`config.mk`:
```
export PLATFORM = sky130hd
export DESIGN_NAME = popcount_frame_accumulator
export DESIGN_NICKNAME = d
export VERILOG_FILES = /design/src/rtl/popcount_frame_accumulator.sv
export SDC_FILE = /design/constraint.sdc
export NUM_CORES = 1
export LEC_CHECK = 0
export CAP_MARGIN = 20
export CORE_UTILIZATION = 55
export DETAILED_ROUTE_END_ITERATION = 16
export PLACE_DENSITY_LB_ADDON = 0.08
export SLEW_MARGIN = 30
export SYNTH_ARGS = -nofsm -noshare
export SYNTH_HDL_FRONTEND = slang
export SYNTH_SLANG_ARGS = --single-unit
```
`constraint.sdc`:
```
create_clock -name clk -period 5.6 [get_ports clk]
set_clock_uncertainty 0.05 [all_clocks]
set_input_delay 1.12 -clock clk [delete_from_list [all_inputs] [get_ports clk]]
set_output_delay 1.12 -clock clk [all_outputs]
set_load 0.02 [all_outputs]
```
`src/rtl/popcount_frame_accumulator.sv`:
```
// -----------------------------------------------------------------------------
// popcount_frame_accumulator
//
// Takes the three outputs of a 5:3 counter stage (sum, carry, cout) each beat,
// turns them into a 0..5 bit-count and accumulates that count over a frame.
// A frame ends on an accepted beat with in_last set, or on the FRAME_LEN-th
// accepted beat, whichever comes first. The frame result is then held on a
// valid/ready output port until the downstream side takes it.
//
// Parameters
//   FRAME_LEN  beats per frame when in_last is not used (>= 1)
//   ACC_W      width of out_total; the total saturates at 2^ACC_W-1
//   CNT_W      derived width of out_beats, $clog2(FRAME_LEN+1)
//
// Ports
//   clk        in   rising-edge clock
//   rst        in   synchronous reset, active-high
//   in_valid   in   upstream beat valid
//   in_ready   out  a beat is accepted this cycle if in_valid is also high
//   in_sum     in   counter sum output, weight 1
//   in_carry   in   counter carry output, weight 2
//   in_cout    in   counter cout output, weight 2
//   in_last    in   beat closes the frame early
//   out_valid  out  frame result valid
//   out_ready  in   downstream accepts the result
//   out_total  out  saturated sum of beat values in the frame
//   out_beats  out  beats accepted in the frame (1..FRAME_LEN)
//   out_ovf    out  saturation occurred somewhere in the frame
// -----------------------------------------------------------------------------
module popcount_frame_accumulator #(
  parameter int FRAME_LEN = 8,
  parameter int ACC_W     = 8,
  localparam int CNT_W    = $clog2(FRAME_LEN + 1)
) (
  input  logic             clk,
  input  logic             rst,
  input  logic             in_valid,
  output logic             in_ready,
  input  logic             in_sum,
  input  logic             in_carry,
  input  logic             in_cout,
  input  logic             in_last,
  output logic             out_valid,
  input  logic             out_ready,
  output logic [ACC_W-1:0] out_total,
  output logic [CNT_W-1:0] out_beats,
  output logic             out_ovf
);

  typedef enum logic {
    ACCUM = 1'b0,
    HOLD  = 1'b1
  } state_t;

  // Three guard bits let acc + 5 be formed without wrapping for any ACC_W.
  localparam int              SUM_W    = ACC_W + 3;
  localparam logic [ACC_W-1:0] ACC_MAX = '1;
  localparam logic [CNT_W-1:0] LAST_IDX = CNT_W'(FRAME_LEN - 1);

  state_t           state;
  state_t           state_next;

  logic [ACC_W-1:0] acc;
  logic [CNT_W-1:0] beat_cnt;
  logic             ovf;

  logic [2:0]       beat_val;
  logic [SUM_W-1:0] sum_raw;
  logic             sat_hit;
  logic [ACC_W-1:0] acc_sat;
  logic             accept;
  logic             frame_end;

  // Beat value: sum has weight 1, carry and cout both weight 2.
  assign beat_val = {2'b00, in_sum} + {1'b0, in_carry, 1'b0} + {1'b0, in_cout, 1'b0};

  assign sum_raw  = SUM_W'(acc) + SUM_W'(beat_val);
  assign sat_hit  = sum_raw > SUM_W'(ACC_MAX);
  assign acc_sat  = sat_hit ? ACC_MAX : sum_raw[ACC_W-1:0];

  // in_ready is forced low while reset is asserted so nothing is accepted
  // on the reset edge itself.
  assign in_ready  = (state == ACCUM) && !rst;
  assign accept    = in_valid && in_ready;
  assign frame_end = accept && (in_last || (beat_cnt == LAST_IDX));

  // The result register is loaded on the same edge the state enters HOLD,
  // so decoding out_valid from the state gives the one-cycle latency.
  assign out_valid = (state == HOLD);

  // NOTE: every signal written here gets a default first, so no path leaves
  // it unassigned and no latch is inferred.
  always_comb begin
    state_next = state;
    case (state)
      ACCUM:   if (frame_end) state_next = HOLD;
      HOLD:    if (out_ready) state_next = ACCUM;
      default: state_next = ACCUM;
    endcase
  end

  // NOTE: sequential state uses non-blocking assignments so every register
  // samples the pre-edge values, independent of statement order.
  always_ff @(posedge clk) begin
    if (rst) state <= ACCUM;
    else     state <= state_next;
  end

  always_ff @(posedge clk) begin
    if (rst) begin
      acc       <= '0;
      beat_cnt  <= '0;
      ovf       <= 1'b0;
      out_total <= '0;
      out_beats <= '0;
      out_ovf   <= 1'b0;
    end else if (frame_end) begin
      // Publish the frame including this beat, and start the next frame clean.
      out_total <= acc_sat;
      out_beats <= beat_cnt + CNT_W'(1);
      out_ovf   <= ovf | sat_hit;
      acc       <= '0;
      beat_cnt  <= '0;
      ovf       <= 1'b0;
    end else if (accept) begin
      acc      <= acc_sat;
      beat_cnt <= beat_cnt + CNT_W'(1);
      ovf      <= ovf | sat_hit;
    end
  end

endmodule

```
Yosys cells after proc, flatten, opt, wreduce, memory -nomap -nowiden
Index checks and enable logic that the tools add are counted.
- add/sub/neg operators: 4
- reduce and logical (&&, ||, !) cells: 6
- multiplexer cells: 4
- divide/modulo/power cells: 0
- eq/ne operators: 1
- $mul: 0
- bitwise logic cells: 2
- $lt $le $gt $ge: 1
- shift operators: 0
- operators by type and width (kind ; number):
    8-bit by 3-bit adder with 9-bit output ; 1
    9-bit by 8-bit > comparator with 1-bit output (second input constant) ; 1
    8-bit two-way mux ; 1
    4-bit by 1-bit adder with 4-bit output (second input constant) ; 1
    4-bit by 3-bit == test with 1-bit output (second input constant) ; 1
    1-bit by 2-bit adder with 3-bit output ; 1
    3-bit by 2-bit adder with 3-bit output ; 1
    1-bit logical AND ; 3
    1-bit two-way mux ; 2
    1-bit case mux with 2 select lines ; 1
    2-bit OR reduction ; 1
    1-bit logical NOT ; 1
    1-bit logical OR ; 1
    1-bit NOT ; 1
    1-bit bitwise OR ; 1
- memory bits (writable): 0
- bits in registers: 27
- logic and storage cells: 25
- latch bits: 0
- bits of input ports: 8
- memories: 0
- memory bits (read-only): 0

Longest topological paths before layout
Gate-level depths: netlist of run 1.
- word-level depth: 6
- mapped depth: 10

Worst setup path before layout of run 1
No wires, ideal clock.
- path type: in2reg
- start: in in_carry
- end: reg acc[7]
- setup time: 0.117 ns
- slack: 2.416 ns
- stages: 10
- arrival: 3.017 ns
- required time: 5.433 ns
- cell sequence: inv_1 -> fa_1 -> inv_1 -> ha_1 -> inv_1 -> fa_1 -> and3b_1 -> and3_1 -> and4_1 -> nor3_1
- word-level cells in the longest chain between the ends: 5
- ends and longest elaborated chain (element ; line ; text):
    start, declared ; 40 ; input logic in_carry,
    1-bit by 2-bit adder with 3-bit output * ; 75 ; assign beat_val = {2'b00, in_sum} + {1'b0, in_carry, 1'b0} + {1'b0, in_cout, 1'b0};
    3-bit by 2-bit adder with 3-bit output * ; 75 ;
    8-bit by 3-bit adder with 9-bit output * ; 77 ; assign sum_raw = SUM_W'(acc) + SUM_W'(beat_val);
    9-bit by 8-bit > comparator with 1-bit output ; 78 ; assign sat_hit = sum_raw > SUM_W'(ACC_MAX);
    8-bit two-way mux * ; 79 ; assign acc_sat = sat_hit ? ACC_MAX : sum_raw[ACC_W-1:0];
    end signal, assigned ; 126 ; acc <= acc_sat;
    end, declared ; 63 ; logic [ACC_W-1:0] acc;
Mark *: on every way between the ends. The rest lies on a longest branch, timed or not.
A chain may end at the register's enable or synchronous reset.

Final worst setup path of run 1
- start: in rst
- end: out in_ready
- word-level cells in the longest chain between the ends: 2
- ends and longest elaborated chain (element ; line ; text):
    start, declared ; 36 ; input logic rst,
    1-bit logical NOT ; 83 ; assign in_ready = (state == ACCUM) && !rst;
    1-bit logical AND ; 83 ;
    end, declared ; 38 ; output logic in_ready,
No other way between the ends.

==> results of run 1 <==
-- cells by family after synthesis --
logic type	after synthesis	synth area share, %
muxes	2	1.57
xor gates and xnor gates	8	5.48
adders and majority gates	6	7.05
DFF	27	42.3
buffers and inverters	18	5.97
and+or+nand+nor	56	24.6
AOI/OAI and AO/OA	26	13.1
-- through the flow --
step	cell area, sq um	cells
finish	1530	191
global placement	1510	187
CTS	1530	191
detailed placement	1510	187
global route	1530	191
floorplan	1280	143
-- power by group through the flow --
stage	clock, uW	sequential (uW)	combinational, uW
after floorplan	0	215	29.0
after global placement	0	209	56.0
after detailed placement	0	209	57.5
after CTS	87.8	205	57.8
after global routing	94.0	206	63.0
final	84.1	205	57.2
-- path summary, 6_finish.rpt --
kind | startpoint | endpoint | cells past startpoint
setup / recovery | rst | in_ready | 3
hold / removal | out_beats[1]$_SDFFE_PP0P_ | out_beats[1]$_SDFFE_PP0P_ | 2
setup reg to reg | beat_cnt[0]$_SDFFE_PP0P_ | acc[5]$_SDFFE_PP0P_ | 5
hold reg to reg | out_beats[1]$_SDFFE_PP0P_ | out_beats[1]$_SDFFE_PP0P_ | 2
-- layout make-up --
type	count	share of cell area [%]
multi-input combinational	98	43.1
sequential	27	35.2
inverter	11	2.69
clock inverter	1	0.326
timing repair buffer	23	14.8
tap	28	2.28
clock buffer	3	1.47
-- state kept, by name (all words and copies together) (netlist names) --
signal     count
acc            8
out_total      8
beat_cnt       4
out_beats      4
out_ovf        1
out_valid      1
ovf            1
-- routing by layer --
metal  GRT usage, %  vias to the layer above  share of wire, %
met5              0                        -                 0
met4           10.0                        0               2.1
met3           3.64                        6               2.7
met2           39.1                       17                51
met1           25.1                      468                44
li1               -                      528                 -
-- cell usage in the layout (no fill, tap or decap), types with 3 or more instances in the layout --
cell,n
clkdlybuf4s50_1,22
nor3_1,7
dfxtp_1,27
o21ai_0,4
clkbuf_4,3
a21oi_1,6
xor2_1,6
a22oi_1,3
a211oi_1,5
nand3b_1,5
nand2_1,7
o22ai_1,3
nand2b_1,7
inv_1,11
ha_1,4
nor2_1,18
-- critical path: stages --
cell	delay (ns)
clkdlybuf4s50_1	0.66
nor2_1	0.19
clkdlybuf4s50_1	0.63
==> results.toml, run 1 <==
[outcome]
status = "completed"

[critical_path]
critPathCaptureType = "primary output"
criticalPathCategory = "primary input to primary output"
required_ns = 4.43
arrival_ns = 2.60
crit_fanout = 15
reg2reg_setup_slack_ns = 3.05
cp-start-kind = "primary input"

[routing]
wl_mm = 2.49
viasPerCell = 5.34
antenna_left = 0
drt-initial-drc-count = 8
drcViolationCount = 0
first_pass_iters = 4
vias = 1019
wl_per_cell_um = 13.0

[min_path]
hold_path.class = "register to register"

[synthesis]
ys.flop_type = "dfxtp_1"
netlist_instances = 143
synth_top_area_share_pct = 42.3
synthTopCellsByArea = "dfxtp_1 42%, nor2_1 5.3%, xor2_1 4.1%"
syn_area_sq_um = 1280
synth_largest_area_cell = "dfxtp_1"
ys_seq_elements = 27
synth.top_cells.by_count = "27 x dfxtp_1, 18 x nor2_1, 11 x inv_1"
synth-edff-count = 0
ys_types = 35
synthArstFlopShare_pct = 0
synth_warnings = 0
synth.avg_cell_area_sq_um = 8.94
synth_nets = 157
seq_area_frac_synth_pct = 42.3
synthMostInstantiatedCell = "dfxtp_1"

[power]
internal_power_uw = 253
ir_worst_vdd_mv = 0.170
p_sw_uw = 92.9
switching_share_pct = 26.8
power_frac_comb_pct = 16.5
powerDensity_nw_per_um2 = 226
power_uw = 346
pwr-share-clk_pct = 24.3
seq_power_share_pct = 59.2
leakage_uw = 0.000604

[cts]
ctsLongestPathBuffers = 2
path_clk_slew_ns = 0.14
clk_latency_ns = 0.32
ctsHoldBuffers = 0
htree_levels = 1
cts.sinks = 27
cts_setup_buffers = 0
numCtsBuffers = 3
ctsResizeCount = 0
cts_root_buffer = "clkbuf_4"
cts_tree = "yes"

[timing]
fin_ws_ns = 1.83
worst_slew_pin_slew_ns = 0.853
hold_viol_final = 0
max_slew_margin_pct = 43.1
finalSetupViolations = 0
setup_tns_ns = 0
fin_hold_ws_ns = 0.416
drv_slew = 0
fin_crit_ns = 3.77
period_share_pct = 67.3
fmax_mhz = 265
grt_setup_unrepaired = "no"

[global_route]
overflow = 0
track_usage_pct = 21.9
antenna_found_initial = 0
grt_start_max_net_pins = 23
grt_pass1_vias = 991
grt_pass1_wl_mm = 4.15

[layout]
antennaDiodeCount = 0
layout-drive-gt1-share_pct = 5.52
fill_cells = 190
seq_area_sq_um = 541
multiInputGateArea_sq_um = 662
layout.nets = 178
area_growth_syn_to_layout_pct = 20.0
fin_util_pct = 70.0

[floorplanning]
fp.dieH_um = 50.2
io_pins = 23
rows = 17
fp.coreArea_sq_um = 2190
start_util_pct = 58.4
die_x_um = 50.2
dieArea_sq_um = 2520

[placement]
dpl_worst_slack_ns = 1.79
hpwl_mm = 1.76
io_buffers = 22
gp_congestion = 0.834

[run]
cap_viol_max_count = 0
Note: power is estimated with default switching activity, not from simulation.
==> run 2: changes to the inputs <==
--- a/config.mk
+++ b/config.mk
@@ -6,7 +6,7 @@
 export NUM_CORES = 1
 export LEC_CHECK = 0
 export CAP_MARGIN = 20
-export CORE_UTILIZATION = 55
+export CORE_UTILIZATION = 46
 export DETAILED_ROUTE_END_ITERATION = 16
 export PLACE_DENSITY_LB_ADDON = 0.08
 export SLEW_MARGIN = 30
==> constraint.sdc (replaced) <==
create_clock -name clk -period 3.38 [get_ports clk]
set_clock_uncertainty 0.05 [all_clocks]
set_input_delay 0.676 -clock clk [delete_from_list [all_inputs] [get_ports clk]]
set_output_delay 0.676 -clock clk [all_outputs]
set_load 0.02 [all_outputs]
==> results.toml, run 2 (synthesized netlist as in run 1, its figures left out) <==
[power]
ir_worst_vdd_mv = 0.234
power_uw = 580
leakage_uw = 0.000611
powerDensity_nw_per_um2 = 373

[cts]
cts_root_buffer = "clkbuf_4"
clk_latency_ns = 0.33
ctsHoldBuffers = 0
cts_setup_buffers = 0
ctsResizeCount = 0
ctsLongestPathBuffers = 2
path_clk_slew_ns = 0.16
htree_levels = 1
cts_tree = "yes"
numCtsBuffers = 3
cts.sinks = 27

[floorplanning]
fp.coreArea_sq_um = 2540
die_x_um = 54.7
fp.dieH_um = 54.7
io_pins = 23
start_util_pct = 50.2
dieArea_sq_um = 2990
rows = 18

[run]
cap_viol_max_count = 0

[critical_path]
rr_worst_depth = 5
cp-start-kind = "primary input"
crit_end = "acc[7]$_SDFFE_PP0P_"
crit_fanout = 4
reg2reg_from = "beat_cnt[0]$_SDFFE_PP0P_"
rr_endpoint = "acc[5]$_SDFFE_PP0P_"
crit_path_start = "in_carry"
required_ns = 3.53
arrival_ns = 3.12
critPathCaptureType = "register"
reg2reg_setup_slack_ns = 0.83
criticalPathCategory = "primary input to register"

[timing]
finalSetupViolations = 0
fmax_mhz = 337
drv_slew = 0
grt_setup_unrepaired = "no"
worst_slew_pin_slew_ns = 0.858
setup_tns_ns = 0
period_share_pct = 87.8
hold_viol_final = 0
fin_hold_ws_ns = 0.418
fin_crit_ns = 2.97
max_slew_margin_pct = 42.8

[global_route]
grt_pass1_wl_mm = 4.19
antenna_found_initial = 0
grt_pass1_vias = 966
track_usage_pct = 19.7
grt_start_max_net_pins = 23
overflow = 0

[routing]
wl_mm = 2.57
vias = 1021
drt-initial-drc-count = 13
antenna_left = 0
viasPerCell = 5.24
drcViolationCount = 0
first_pass_iters = 4
wl_per_cell_um = 13.2

[placement]
io_buffers = 22
gp_congestion = 0.759
hpwl_mm = 1.77

[layout]
layout-drive-gt1-share_pct = 6.67
largestRegisters = "acc: 8 flops, out_total: 8 flops"
antennaDiodeCount = 0
area_growth_syn_to_layout_pct = 21.5
final_cell_mix = "27 x dfxtp_1, 22 x clkdlybuf4s50_1, 18 x nor2_1"
layout.nets = 180
final_common_cell = "dfxtp_1"

[min_path]
hold_path.class = "register to register"

[outcome]
status = "completed"
-- run 2: cell count changes in the layout (fill, tap and decap cells not counted), sizes merged --
| cell | delta |
|---|---|
| clkinvlp | +1 |
| clkinv | -1 |
| buf | +2 |
-- run 2: final cells by class --
| cell class | instances | area, sq um |
|---|---|---|
| repair buffers | 25 | 243 |
| multi-input cells | 98 | 662 |
| well taps | 30 | 37.5 |
| fillers | 228 | 991 |
| clock buffers | 3 | 22.5 |
| flip-flops and latches | 27 | 541 |
| clock inverters | 1 | 7.51 |
| inverters | 11 | 41.3 |
-- run 2: report_power, final --
group | switching [uW] | internal [uW]
clock | 100 | 45.3
combinational | 50.0 | 44.7
sequential | 8.41 | 331
total | 159 | 421
-- run 2: through the flow --
stage                     instances  util, %  setup slack, ns  area, sq um
after floorplan                 143        -            0.640         1280
after global routing            195     61.1            0.276         1550
after CTS                       195     61.1            0.399         1550
after detailed placement        191     59.9           0.0402         1520
after global placement          191     59.9            0.130         1520
final                           195     61.1            0.413         1550
-- run 2: per-layer routing --
layer	routed length, um	track usage, %	share of wire (%)	vias up
li1	-	-	-	533
met1	1210	23.3	47	457
met2	1240	34.7	48	27
met3	83	2.78	3.2	4
met4	46	8.97	1.8	0
met5	0	0	0	-
-- run 2: how the worst min path moves through the flow --
stage	cells past startpoint	end	from	slack (ns)
3_5_place_dp	2	out_beats[0]$_SDFFE_PP0P_	out_beats[0]$_SDFFE_PP0P_	0.40
3_3_place_gp	2	out_beats[1]$_SDFFE_PP0P_	out_beats[1]$_SDFFE_PP0P_	0.39
4_1_cts	2	out_beats[0]$_SDFFE_PP0P_	out_beats[0]$_SDFFE_PP0P_	0.42
5_1_grt	2	out_beats[0]$_SDFFE_PP0P_	out_beats[0]$_SDFFE_PP0P_	0.44
6_report	2	out_beats[0]$_SDFFE_PP0P_	out_beats[0]$_SDFFE_PP0P_	0.42
2_1_floorplan	2	ovf$_SDFFE_PP0P_	ovf$_SDFFE_PP0P_	0.39
-- run 2: worst max-delay path, cell delays in order --
cell,delay (ns)
clkdlybuf4s50_1,0.46
inv_1,0.06
fa_1,0.47
inv_1,0.07
ha_1,0.19
inv_1,0.06
fa_1,0.42
and3b_1,0.25
and3_1,0.22
and4_1,0.20
nor3_1,0.04
